`src/rtl/run_ctrl.sv`:
```
// rtl/run_ctrl.sv - debug run-control scheduler driving the CPU clock enable
module run_ctrl #(
    parameter int NBRK = 4,
    parameter int IDXW = 2,
    parameter int CNTW = 16
) (
    input  logic            clk,
    input  logic            rstn,
    input  logic            step,
    input  logic            cont,
    input  logic            runn,
    input  logic            halt,
    input  logic [CNTW-1:0] run_n,
    input  logic            brk_wr,
    input  logic            brk_clr,
    input  logic [IDXW-1:0] brk_idx,
    input  logic [31:0]     brk_din,
    input  logic [31:0]     pc,
    output logic            cpu_en,
    output logic            pause,
    output logic [1:0]      mode,
    output logic            brk_hit,
    output logic [IDXW-1:0] brk_hit_idx,
    output logic [31:0]     retired
);

    typedef enum logic [1:0] {
        S_PAUSE = 2'd0,
        S_STEP  = 2'd1,
        S_CONT  = 2'd2,
        S_RUNN  = 2'd3
    } state_t;

    state_t            state_q;
    logic              step_q, cont_q, runn_q;
    logic              first_q;
    logic [CNTW-1:0]   cnt_q;
    logic              brk_hit_q;
    logic [IDXW-1:0]   brk_hit_idx_q;
    logic [31:0]       retired_q, retired_d;
    logic [NBRK-1:0]   valid_q;
    logic [31:0]       addr_q [NBRK];

    logic              req_step, req_cont, req_runn;
    logic              match;
    logic [IDXW-1:0]   hit_idx;

    assign req_step = step & ~step_q;
    assign req_cont = cont & ~cont_q;
    assign req_runn = runn & ~runn_q;

    // Breakpoint compare; scanning downwards lets the lowest matching entry win.
    always_comb begin
        match   = 1'b0;
        hit_idx = '0;
        for (int i = NBRK - 1; i >= 0; i--) begin
            if (valid_q[i] && addr_q[i] == pc) begin
                match   = 1'b1;
                hit_idx = IDXW'(i);
            end
        end
    end

    // A stop request by step in CONT suppresses the pulse of that same cycle.
    assign cpu_en = (state_q != S_PAUSE) & ~halt & ~(match & ~first_q)
                  & ~((state_q == S_CONT) & req_step);

    assign retired_d = retired_q + 32'd1;

    // Button edge detectors and retired-instruction counter.
    always_ff @(posedge clk) begin
        step_q <= step;
        cont_q <= cont;
        runn_q <= runn;
        if (!rstn) begin
            retired_q <= '0;
        end else if (cpu_en) begin
            retired_q <= retired_d;
        end
    end

    // Breakpoint table; only editable while paused, clear beats write.
    always_ff @(posedge clk) begin
        if (!rstn) begin
            valid_q <= '0;
            for (int i = 0; i < NBRK; i++) addr_q[i] <= '0;
        end else if (state_q == S_PAUSE) begin
            if (brk_clr) begin
                valid_q[brk_idx] <= 1'b0;
            end else if (brk_wr) begin
                valid_q[brk_idx] <= 1'b1;
                addr_q[brk_idx]  <= brk_din;
            end
        end
    end

    // Run-control FSM with step counter, first flag and sticky breakpoint status.
    always_ff @(posedge clk) begin
        if (!rstn) begin
            state_q       <= S_PAUSE;
            first_q       <= 1'b0;
            cnt_q         <= '0;
            brk_hit_q     <= 1'b0;
            brk_hit_idx_q <= '0;
        end else begin
            if (cpu_en) first_q <= 1'b0;
            case (state_q)
                S_PAUSE: begin
                    if (req_step) begin
                        state_q   <= S_STEP;
                        first_q   <= 1'b1;
                        brk_hit_q <= 1'b0;
                    end else if (req_runn) begin
                        if (run_n != '0) begin
                            state_q   <= S_RUNN;
                            cnt_q     <= run_n;
                            first_q   <= 1'b1;
                            brk_hit_q <= 1'b0;
                        end
                    end else if (req_cont) begin
                        state_q   <= S_CONT;
                        first_q   <= 1'b1;
                        brk_hit_q <= 1'b0;
                    end
                end
                S_STEP: begin
                    state_q <= S_PAUSE;
                end
                S_CONT: begin
                    if (halt) begin
                        state_q <= S_PAUSE;
                    end else if (match && !first_q) begin
                        state_q       <= S_PAUSE;
                        brk_hit_q     <= 1'b1;
                        brk_hit_idx_q <= hit_idx;
                    end else if (req_step) begin
                        state_q <= S_PAUSE;
                    end
                end
                S_RUNN: begin
                    if (halt) begin
                        state_q <= S_PAUSE;
                    end else if (match && !first_q) begin
                        state_q       <= S_PAUSE;
                        brk_hit_q     <= 1'b1;
                        brk_hit_idx_q <= hit_idx;
                    end else if (cpu_en) begin
                        cnt_q <= cnt_q - CNTW'(1);
                        if (cnt_q == CNTW'(1)) state_q <= S_PAUSE;
                    end
                end
                default: state_q <= S_PAUSE;
            endcase
        end
    end

    assign pause       = (state_q == S_PAUSE);
    assign mode        = state_q;
    assign brk_hit     = brk_hit_q;
    assign brk_hit_idx = brk_hit_idx_q;
    assign retired     = retired_q;

endmodule
```
`config.mk`:
```
export PLATFORM = sky130hd
export DESIGN_NAME = run_ctrl
export DESIGN_NICKNAME = d
export VERILOG_FILES = /design/src/rtl/run_ctrl.sv
export SDC_FILE = /design/constraint.sdc
export NUM_CORES = 1
export LEC_CHECK = 0
export ABC_AREA = 0
export CAP_MARGIN = 15
export CORE_AREA = 8 8 174 176
export DETAILED_ROUTE_END_ITERATION = 12
export DIE_AREA = 0 0 182 184
export PLACE_DENSITY = 0.64
export SKIP_CTS_REPAIR_TIMING = 1
export SLEW_MARGIN = 20
export SYNTH_ARGS = -nofsm -noshare
export SYNTH_HDL_FRONTEND = slang
export SYNTH_SLANG_ARGS = --single-unit
```
`constraint.sdc`:
```
create_clock -name clk -period 6.4 [get_ports clk]
set_clock_uncertainty 0.05 [all_clocks]
set_input_delay 1.28 -clock clk [delete_from_list [all_inputs] [get_ports clk]]
set_output_delay 1.28 -clock clk [all_outputs]
set_load 0.005 [all_outputs]
```
==> flow_summary.toml <==
[outcome]
status = "finished, final reports clean"

[yosys]
syn-instance-count = 932
syn_nets = 1025
synthXorXnorAreaFrac_pct = 12.66
synth_area_leaders = "edfxtp_1 41%, dfxtp_1 13%, xor2_1 7.9%, nor2_1 5.5%, xnor2_1 4.8%"
synth_top_cell_area_share_pct = 40.55
yosysSeqAreaShare_pct = 53.44
synth_top_cell_by_area = "edfxtp_1"
yosysWarnings = 0
ys.flop_type = "edfxtp_1"
synth-simple-area-share_pct = 21.49
synth_mux_area_share_pct = 0.6469
ys_types = 60
synth_fa_ha_area_share_pct = 0.3960
syn_area_um2 = 9478
async_reset_ff_share_pct = 0
synth_enable_flop_cells = 128
synth_seq_cells = 189
synth_top_family_by_area = "simple AND/OR/NAND/NOR gates"
synth-compound-area-share_pct = 7.644
avgSynthCellArea_um2 = 10.17

[power_and_ir_drop]
power_density_nw_per_um2 = 239.7
leakage_nw = 4.244
intPower_mw = 2.015
pwr-share-comb_pct = 13.3
sw_frac_of_total_pct = 28.27
p_clk_share_pct = 37.5
power_frac_seq_pct = 49.2
power_switching_mw = 0.7943
ir_drop_v = 0.0001675

[floorplanning]
initial_core_util_pct = 34.49
dieArea_um2 = 33490
coreArea_um2 = 27480
io_pins = 129
die_w_um = 182
rows = 61
die_h_um = 184

[setup_path]
crit_path_max_fanout = 12
crit_buf_inv = 4
slowest_delay_ns = 0.54
worst_path_dominant_cell_family = "buffers and inverters"
cp.required_ns = 5.07
cp-start-kind = "input port"
path_cells = "clkdlybuf4s50_1 > xor2_1 > nor4_1 > nand4_1 > nor4_1 > o41ai_2 > buf_4 > nand2_1 > inv_1 > clkdlybuf4s50_1"
cp_data_arrival_time_ns = 4.16
cp-end-kind = "output port"
worstSetupPathType = "input port to output port"
crit_slowest_cell = "clkdlybuf4s50_1"

[global_route]
grt.total_usage_pct = 17.07
grt_max_degree = 52
overflow = 0
grt_pass1_wl_um = 43710
grt_pass1_vias = 7271
antenna_found_initial = 3

[timing]
grt_setup_unrepaired = "false"
fin_crit_sh_pct = 85.74
fmax_mhz = 182.2
timing.slew.headroom_pct = 36.38
finalSetupViolCount = 0
fin_crit_ns = 5.487
fin_hold_ws_ns = 0.4286
hold_violations = 0
worst-slew-pin-transition_ns = 0.9544
drv_slew = 0
tns_ns = 0

[layout]
stdcell_count = 1412
syn_to_final_growth_pct = 23.64
final_common_cell = "nor2_1"
layout_common_cells = "138 x nor2_1, 128 x edfxtp_1, 127 x clkdlybuf4s50_1"
final_layout_size_suffix_gt1_share_pct = 6.391
final_nets = 1144

[clocking]
cts_tree = "yes"
clk_pin_slew_ns = 0.07
numCtsBuffers = 17
clockRootBuffer = "clkbuf_16"
clk_latency_ns = 0.44
cts_buffer_depth = 2
h-tree-depth = 4
clock-sinks = 189

[routing]
drtIter0Drc = 755
wl_per_cell_um = 20.59
drt_wl_total_um = 29080
detail_route.first_pass.iterations = 9
antenna_left = 0
drc = 0
viasPerCell = 5.353
vias = 7558

[hold_path]
min_path_type = "flip-flop to flip-flop"

[place]
dp_cells = 1378
io_buffers = 128
hpwl_um = 21050
gp_congestion = 1.007

[flow_run]
drv_cap = 0
## registers in the layout, summed over array words and instances (netlist names), named ones only
signal	cells
step_q	1
retired	32
brk_hit	1
cnt_q	16
mode	2
runn_q	1
brk_hit_idx	2
first_q	1
cont_q	1
addr_q	128
## worst paths after layout
kind,startpoint,end,slack [ns],cells past startpoint
worst min register to register,cnt_q[15]$_SDFFE_PN0P_,cnt_q[15]$_SDFFE_PN0P_,0.43,2
worst max-delay path,pc[4],cpu_en,0.91,10
worst max register to register,addr_q[3][24]$_DFFE_PP_,retired[12]$_SDFFE_PN0P_,3.17,9
worst min-delay path,cnt_q[15]$_SDFFE_PN0P_,cnt_q[15]$_SDFFE_PN0P_,0.43,2
## per-stage QoR
step	area (µm²)	power, mW	setup WS (ns)	utilization, %
floorplan	9478	1.597	1.706	-
global placement	11140	1.777	0.9822	40.54
detailed placement	11140	1.778	1.003	40.54
CTS	11710	2.817	0.9639	42.63
global route	11720	2.894	0.8347	42.65
finish	11720	2.809	0.9126	42.65
## final cells by class
class / instances / area, µm²
diodes: 2 / 5.005
well taps: 346 / 432.9
multi-input cells: 659 / 4113
repair buffers: 139 / 1359
inverters: 45 / 168.9
fillers: 2638 / 15760
clock inverters: 14 / 146.4
clock buffers: 18 / 429.2
flip-flops and latches: 189 / 5065
## synth_stat cells, types with 4 or more instances
| cell | number |
|---|---|
| o221a_2 | 4 |
| or4_1 | 4 |
| nand4_1 | 31 |
| and3_1 | 5 |
| clkbuf_1 | 28 |
| xor2_1 | 85 |
| mux2i_1 | 5 |
| inv_1 | 45 |
| o211ai_1 | 11 |
| o21ai_0 | 13 |
| edfxtp_1 | 128 |
| a21oi_1 | 31 |
| xnor2_1 | 52 |
| or3_1 | 12 |
| nor3_1 | 22 |
| o311ai_1 | 4 |
| dfxtp_1 | 61 |
| nand3_1 | 27 |
| or2_2 | 5 |
| nand2b_1 | 13 |
| nor4_1 | 47 |
| o32ai_1 | 5 |
| nand2_1 | 78 |
| o31ai_1 | 11 |
| nor2_1 | 138 |
| buf_2 | 5 |
| and2_1 | 7 |
## layer usage
metal / global-route usage [%] / wire [µm] / part of all wire, %
met1: 23.55 / 13220 / 45
met2: 26.17 / 13260 / 46
met3: 3.439 / 1963 / 6.8
met4: 6.166 / 625 / 2.1
met5: 0 / 13 / 0.045
## power by group through the flow
stage,clock network [mW],registers [mW],logic [mW]
floorplan,0,1.41,0.192
global placement,0,1.41,0.368
detailed placement,0,1.41,0.368
CTS,1.06,1.38,0.371
global route,1.11,1.39,0.398
finish,1.05,1.38,0.374
## worst reg2reg max path: stages, from the launching register on
cell,delay [ns]
edfxtp_1,0.40
xor2_1,0.45
nor4_1,0.09
nand4_1,0.12
nor4_1,0.08
o41ai_2,0.44
buf_4,0.28
nand4_2,0.53
or4b_1,0.66
o21ai_0,0.07
## kinds of logic (layout without fill, tap and decap cells)
logic type,Yosys count,after routing
simple gates,410,410
fa+ha+maj,3,3
buf+inv,84,216
flops,189,189
other cells,0,2
xor+xnor,137,137
mux,6,6
compound gates,103,103
(Power assumes the default switching activity.)
